File: src/rtl/hsi_mse_streamer_pkg.sv
// hsi_mse_streamer_pkg: shared sizes and FSM state for the MSE element streamer.
package hsi_mse_streamer_pkg;
    localparam int WORD_WIDTH = 32;
    localparam int DATA_WIDTH = 16;
    localparam int DATA_PER_WORD = WORD_WIDTH / DATA_WIDTH;
    localparam int HSI_BANDS = 128;
    localparam int ELEMENTS = HSI_BANDS / DATA_PER_WORD;
    localparam int CNT_WIDTH = $clog2(ELEMENTS);
    localparam int ADDR_WIDTH = 16;
    localparam int MSE_TIMEOUT = 64;
    localparam int TO_WIDTH = $clog2(MSE_TIMEOUT);
    typedef enum logic [2:0] {IDLE, REQ, DRAIN, WAIT_MSE, RESULT} state_t;
endpackage

File: src/rtl/hsi_mse_addr_gen.sv
// hsi_mse_addr_gen: word counter and wrapping base+k read addresses for both vectors.
module hsi_mse_addr_gen
    import hsi_mse_streamer_pkg::*;
(
    input  logic                  clk,
    input  logic                  rst,
    input  logic                  load,
    input  logic                  adv,
    input  logic [ADDR_WIDTH-1:0] base_a,
    input  logic [ADDR_WIDTH-1:0] base_b,
    output logic [ADDR_WIDTH-1:0] addr_a,
    output logic [ADDR_WIDTH-1:0] addr_b,
    output logic                  first,
    output logic                  last
);
    logic [ADDR_WIDTH-1:0] base_a_q;
    logic [ADDR_WIDTH-1:0] base_b_q;
    logic [CNT_WIDTH-1:0]  k;
    always_ff @(posedge clk) begin
        if (rst) begin
            base_a_q <= '0;
            base_b_q <= '0;
            k <= '0;
        end else if (load) begin
            base_a_q <= base_a;
            base_b_q <= base_b;
            k <= '0;
        end else if (adv) begin
            k <= k + 1'b1;
        end
    end
    assign addr_a = base_a_q + ADDR_WIDTH'(k);
    assign addr_b = base_b_q + ADDR_WIDTH'(k);
    assign first = k == '0;
    assign last = k == CNT_WIDTH'(ELEMENTS - 1);
endmodule

File: src/rtl/hsi_mse_streamer.sv
// hsi_mse_streamer: streams two SRAM vectors into hsi_mse and returns the MSE (timeout via HSI_MSE_STREAMER_TIMEOUT_EN).
module hsi_mse_streamer
    import hsi_mse_streamer_pkg::*;
(
    input  logic                  clk,
    input  logic                  rst,
    input  logic                  cmd_valid,
    output logic                  cmd_ready,
    input  logic [ADDR_WIDTH-1:0] cmd_addr_a,
    input  logic [ADDR_WIDTH-1:0] cmd_addr_b,
    output logic                  mem_req,
    input  logic                  mem_gnt,
    output logic [ADDR_WIDTH-1:0] mem_addr_a,
    output logic [ADDR_WIDTH-1:0] mem_addr_b,
    input  logic [WORD_WIDTH-1:0] mem_rdata_a,
    input  logic [WORD_WIDTH-1:0] mem_rdata_b,
    output logic                  start_vctr,
    output logic [WORD_WIDTH-1:0] element_a,
    output logic [WORD_WIDTH-1:0] element_b,
    output logic                  element_valid,
    input  logic [WORD_WIDTH-1:0] mse,
    input  logic                  mse_valid,
    output logic                  result_valid,
    input  logic                  result_ready,
    output logic [WORD_WIDTH-1:0] result_mse,
    output logic                  result_err,
    output logic                  busy
);
    state_t state;
    logic   load;
    logic   grant;
    logic   first;
    logic   last;
    logic   rd_valid;
    logic   rd_first;
    assign load = state == IDLE && cmd_valid;
    assign grant = state == REQ && mem_gnt;
    assign cmd_ready = state == IDLE;
    assign mem_req = state == REQ;
    assign busy = state != IDLE;

    hsi_mse_addr_gen u_addr_gen (
        .clk    (clk),
        .rst    (rst),
        .load   (load),
        .adv    (grant),
        .base_a (cmd_addr_a),
        .base_b (cmd_addr_b),
        .addr_a (mem_addr_a),
        .addr_b (mem_addr_b),
        .first  (first),
        .last   (last)
    );

`ifdef HSI_MSE_STREAMER_TIMEOUT_EN
    logic [TO_WIDTH-1:0] to_cnt;
    logic                expired;
    assign expired = to_cnt == TO_WIDTH'(MSE_TIMEOUT - 1);
    always_ff @(posedge clk) begin
        if (rst || state != WAIT_MSE) to_cnt <= '0;
        else to_cnt <= to_cnt + 1'b1;
        if (rst) result_err <= 1'b0;
        else if (state == WAIT_MSE) result_err <= !mse_valid && expired;
    end
`else
    assign result_err = 1'b0;
`endif

    // rd_* track the one-cycle SRAM latency so each word lands two cycles after its grant
    always_ff @(posedge clk) begin
        if (rst) begin
            state <= IDLE;
            rd_valid <= 1'b0;
            rd_first <= 1'b0;
            element_valid <= 1'b0;
            start_vctr <= 1'b0;
            element_a <= '0;
            element_b <= '0;
            result_valid <= 1'b0;
            result_mse <= '0;
        end else begin
            rd_valid <= grant;
            rd_first <= grant && first;
            element_valid <= rd_valid;
            start_vctr <= rd_first;
            if (rd_valid) begin
                element_a <= mem_rdata_a;
                element_b <= mem_rdata_b;
            end
            case (state)
                IDLE: if (cmd_valid) state <= REQ;
                REQ: if (grant && last) state <= DRAIN;
                DRAIN: state <= WAIT_MSE;
                WAIT_MSE: begin
                    if (mse_valid) begin
                        state <= RESULT;
                        result_valid <= 1'b1;
                        result_mse <= mse;
                    end
`ifdef HSI_MSE_STREAMER_TIMEOUT_EN
                    else if (expired) begin
                        state <= RESULT;
                        result_valid <= 1'b1;
                        result_mse <= '1;
                    end
`endif
                end
                RESULT: if (result_ready) begin
                    state <= IDLE;
                    result_valid <= 1'b0;
                end
                default: state <= IDLE;
            endcase
        end
    end
endmodule

File: config.mk
export PLATFORM = sky130hd
export DESIGN_NAME = hsi_mse_streamer
export DESIGN_NICKNAME = d
export VERILOG_FILES = /design/src/rtl/hsi_mse_streamer_pkg.sv /design/src/rtl/hsi_mse_addr_gen.sv /design/src/rtl/hsi_mse_streamer.sv
export SDC_FILE = /design/constraint.sdc
export NUM_CORES = 1
export LEC_CHECK = 0
export BUFFER_PORTS_ARGS = -buffer_cell sky130_fd_sc_hd__buf_2
export CELL_PAD_IN_SITES_DETAIL_PLACEMENT = 0
export CELL_PAD_IN_SITES_GLOBAL_PLACEMENT = 2
export CORE_MARGIN = 5
export CORE_UTILIZATION = 31
export CTS_BUF_LIST = sky130_fd_sc_hd__clkbuf_4
export CTS_CLUSTER_SIZE = 12
export DETAILED_ROUTE_END_ITERATION = 6
export PLACE_DENSITY_LB_ADDON = 0.1
export SLEW_MARGIN = 20
export SYNTH_ARGS = -nofsm -noshare
export SYNTH_HDL_FRONTEND = slang
export SYNTH_HIERARCHICAL = 1
export SYNTH_SLANG_ARGS = --single-unit
File: constraint.sdc
create_clock -name clk -period 5.8 [get_ports clk]
set_input_delay 1.16 -clock clk [delete_from_list [all_inputs] [get_ports clk]]
set_output_delay 1.16 -clock clk [all_outputs]
set_load 0.02 [all_outputs]
### Word-level counts from Yosys, hierarchy flattened

Index checks and enable logic that the tools add are counted.
W data, S select, Z words.

| storage, ports and cells | value |
|---|---|
| register bits | 142 |
| bits of input ports | 134 |
| logic and storage cells | 44 |

| cells by class | value |
|---|---|
| $add $sub $neg | 3 |
| eq/ne operators | 9 |
| muxes and demuxes | 8 |
| reductions and logical operators | 12 |

Operators by type and width:

| kind | number |
|---|---|
| $add A16 B6 Y16 | 2 |
| $pmux W3 S5 | 1 |
| $mux W3 | 4 |
| $add A6 B1 Y6 const B | 1 |
| $eq A3 B2 Y1 const B | 2 |
| $eq A6 B6 Y1 const B | 1 |
| $logic_not A6 Y1 | 1 |
| $ne A2 B2 Y1 const B | 3 |
| $logic_and A1 B1 Y1 | 4 |
| $reduce_and A4 Y1 | 1 |
| $eq A3 B1 Y1 const B | 1 |
| $eq A3 B3 Y1 const B | 1 |
| $logic_not A3 Y1 | 1 |
| $reduce_and A3 Y1 | 1 |
| $reduce_bool A3 Y1 | 1 |
| $mux W1 | 2 |
| $ne A2 B1 Y1 const B | 1 |
| $pmux W1 S2 | 1 |
| $reduce_and A2 Y1 | 1 |
| $reduce_bool A2 Y1 | 1 |
| $reduce_or A2 Y1 | 1 |

### Logic depth before layout (Yosys ltp)

| depth | value |
|---|---|
| depth in word-level cells | 5 |
| depth in mapped cells | 8 |

### By module

Netlist, hierarchy kept.

By module, submodules not included:

| module | times used | cells each | area an instance (um2) | sequential area each (um2) |
|---|---|---|---|---|
| hsi_mse_streamer | 1 | 381 | 4017.6 | 2082.0 |
| hsi_mse_addr_gen | 1 | 258 | 2328.5 | 760.7 |

### Worst setup path after synthesis

Ideal clock, no wire load.

| path | value |
|---|---|
| path type | register to output |
| start | reg u_addr_gen.k[0] |
| end | out mem_addr_b[8] |
| data arrival time | 2.048 ns |
| setup slack | 2.592 ns |
| stages on the path, launching flop included | 7 |
| buffers on the path | 0 |
| cell sequence | dfxtp_1 -> ha_1 -> fa_1 -> a211oi_2 -> o21bai_2 -> nand2_1 -> o311ai_0 |

| on the way | value |
|---|---|
| cells in the longest elaborated chain, start to end | 1 |

Ends and longest elaborated chain:

| element | RTL line | source |
|---|---|---|
| from (decl) | hsi_mse_addr_gen.sv:18 | `logic [CNT_WIDTH-1:0] k;` |
| from (signal assigned) | hsi_mse_addr_gen.sv:29 | `k <= k + 1'b1;` |
| $add A16 B6 Y16 | hsi_mse_addr_gen.sv:33 | `assign addr_b = base_b_q + ADDR_WIDTH'(k);` |
| to (decl) | hsi_mse_streamer.sv:14 | `output logic [ADDR_WIDTH-1:0] mem_addr_b,` |

No other way between the ends.

### Worst setup path in the final report

Same ends and word-level chain as after synthesis.

==> impl_metrics.yaml <==
status:
  status: "complete, no violations"
synthesis:
  post-synth-top-count-cell: "dfxtp_1"
  synth_nets: 789
  synth.yosys.warnings: 6
  synth_cell_type_count: 55
  yosysTopAreaCell: "dfxtp_1"
  avgSynthCellArea_um2: 9.93
  synthTopCellsByCount: "142 x dfxtp_1, 130 x mux2i_1, 113 x nor2_1"
  synth-edff-count: 0
  synth_area_leaders: "dfxtp_1 45%, mux2i_1 21%, nor2_1 6.7%, nand2b_1 6.3%, ha_1 2.8%"
  synth_ff_type: "dfxtp_1"
  synth-async-reset-ratio_pct: 0
  synth_top_cell_area_share_pct: 44.8
  netlist_instances: 639
  ys_seq_area_share_pct: 44.8
  synth_area_um2: 6350
  ys_seq_elements: 142
floorplanning:
  die-height_um: 153
  die_w_um: 153
  dieArea_um2: 23400
  io_pins: 269
  core_area_um2: 20200
  start_util_pct: 31.5
  rows: 52
placed_design:
  gp_congestion: 0.790
  dp_cells: 1138
  port_buffers: 267
  dp_hpwl_um: 13300
  pre_cts_ws_ns: 2.58
  placed_area_um2: 7820
route:
  dr.first_iter.drc_count: 152
  wl_per_cell_um: 15.1
  drc: 0
  num_vias: 5209
  ant_nets: 0
  dr.pass1.iters: 4
  wirelength_um: 17700
  routed_via_density: 4.44
timing:
  fmax_mhz: 265
  finalClockSkew_ns: 0.0271
  rsz0062_at_grt: "false"
  setup_viol: 0
  setup_slack_ns: 2.03
  worst_pin_slew_ns: 1.05
  maxSlewViolCount: 0
  final_hold_viol_count: 0
  fin_crit_sh_pct: 65.0
  timing.hold.ws_ns: 0.440
  slew_headroom_pct: 30.3
  setup_tns_ns: 0
  period_minus_slack_ns: 3.77
worst_hold_path:
  min-delay-path-class: "reg -> reg"
  min_from: "rd_first"
  whs_path_depth: 1
setup_path:
  reg2reg_from: "state[0]"
  crit_required_ns: 4.64
  critical_path.startpoint: "u_addr_gen/k[0]"
  slowest_delay_ns: 0.45
  crit_path_end_kind: "output port"
  cp_max_fo: 6
  path_cells: "ha_1, fa_1, a211oi_2, o21bai_2, a211o_1, o311ai_0, buf_2"
  critical_path_arrival_ns: 2.61
  critPathLaunchType: "register"
  crit_slowest_cell: "fa_1"
  worstSetupPathType: "reg -> out"
  worstRegToRegCells: 5
global_routing:
  grt_overflow: 0
  antenna_found_initial: 5
  grt_pass1_vias: 5366
  grt_max_degree: 117
  grt_pass1_wl_um: 28000
  grt_use_total_pct: 14.7
final_layout:
  syn_to_final_growth_pct: 27.9
  multiInputGateArea_um2: 3260
  drive_gt1_share_pct: 35.2
  utilization_pct: 40.2
  layout.nets: 1038
  fill_cells: 2107
  fin_area_um2: 8120
  final_cells: 1174
  regArea_um2: 2850
flow_run:
  drv_cap: 0
clocking:
  cts_hold_buf: 0
  cts_setup_buffers: 0
  cts_tree: "built"
  cts.path.max_buffers: 2
  root_buffer: "clkbuf_4"
  cts_made_buffers: 17
  htreeDepth: 4
  clk_pin_slew_ns: 0.13
  clkSinkCount: 142
  cts_resized: 0
  clkLatencyLatePin_ns: 0.53
pwr:
  power_leakage_nw: 3.66
  fin_total_pwr_mw: 1.87
  power_density_nw_per_um2: 230
  vdd.ir_drop.worst_mv: 0.0902
==> worst max-delay path, delay by kind of cell (launching register included) <==
kind | cells | cell delay (ns)
adder cells (fa/ha/maj) | 2 | 0.71
buffers and inverters | 1 | 0.23
AO/OA/AOI/OAI | 4 | 0.76
flip-flops | 1 | 0.39
==> logic make-up (layout without fill, tap and decap cells) <==
family / Yosys count / after routing / share of synthesized area, %
buffers and inverters: 47 / 309 / 3.82
xor gates and xnor gates: 29 / 29 / 4.00
other: 1 / 4 / 0.0591
adders and majority gates: 16 / 16 / 3.39
AOI/OAI and AO/OA: 41 / 41 / 4.61
and+or+nand+nor: 233 / 233 / 18.8
muxes: 130 / 130 / 20.5
DFF: 142 / 142 / 44.8
==> registers in the layout, indices dropped and copies added (netlist names) <==
| register | cells |
|---|---|
| u_addr_gen/k | 6 |
| rd_valid | 1 |
| result_valid | 1 |
| result_mse | 32 |
| u_addr_gen/base_a_q | 16 |
| state | 3 |
| rd_first | 1 |
| u_addr_gen/base_b_q | 16 |
| start_vctr | 1 |
| element_valid | 1 |
| element_a | 32 |
| element_b | 32 |
==> layout by cell type, fill, tap and decap left out, drive strengths merged, types with 3 or more instances in the layout <==
| cell | instances |
|---|---|
| nor3 | 7 |
| a21oi | 13 |
| diode | 3 |
| nor2 | 113 |
| o21bai | 3 |
| nand2 | 11 |
| a211oi | 3 |
| clkbuf | 18 |
| mux2i | 130 |
| xor2 | 10 |
| inv | 13 |
| nand2b | 64 |
| nand4 | 5 |
| ha | 14 |
| xnor2 | 19 |
| o21ai | 8 |
| nor3b | 5 |
| clkinv | 5 |
| buf | 269 |
| clkinvlp | 3 |
| dfxtp | 142 |
| nand3 | 10 |
==> layer usage <==
metal	track usage [%]	share of wire (%)
met2	25.5	50
met3	6.08	7.5
met5	0	0.12
met4	4.37	1.6
met1	16.5	41
==> worst paths after layout <==
check | endpoint | slack [ns]
setup / recovery | mem_addr_b[8] | 2.03
hold / removal | start_vctr | 0.44
setup reg to reg | u_addr_gen/k[0] | 3.54
hold reg to reg | start_vctr | 0.44
==> report_power, final <==
group          leakage, nW  internal, mW  switching [mW]
Sequential            1.15          1.00          0.0252
Clock                0.138         0.223           0.383
Combinational         2.36         0.108           0.126
Total                 3.66          1.33           0.534
==> final cells by class <==
cell class                      count  area share (%)
Clock buffer                       18            1.66
Inverter                            8           0.370
Antenna cell                        3          0.0925
Clock inverter                     14            1.62
Multi-Input combinational cell    450            40.2
Sequential cell                   142            35.1
Tap cell                          270            4.16
Timing Repair Buffer              269            16.8
(Power assumes the default switching activity.)
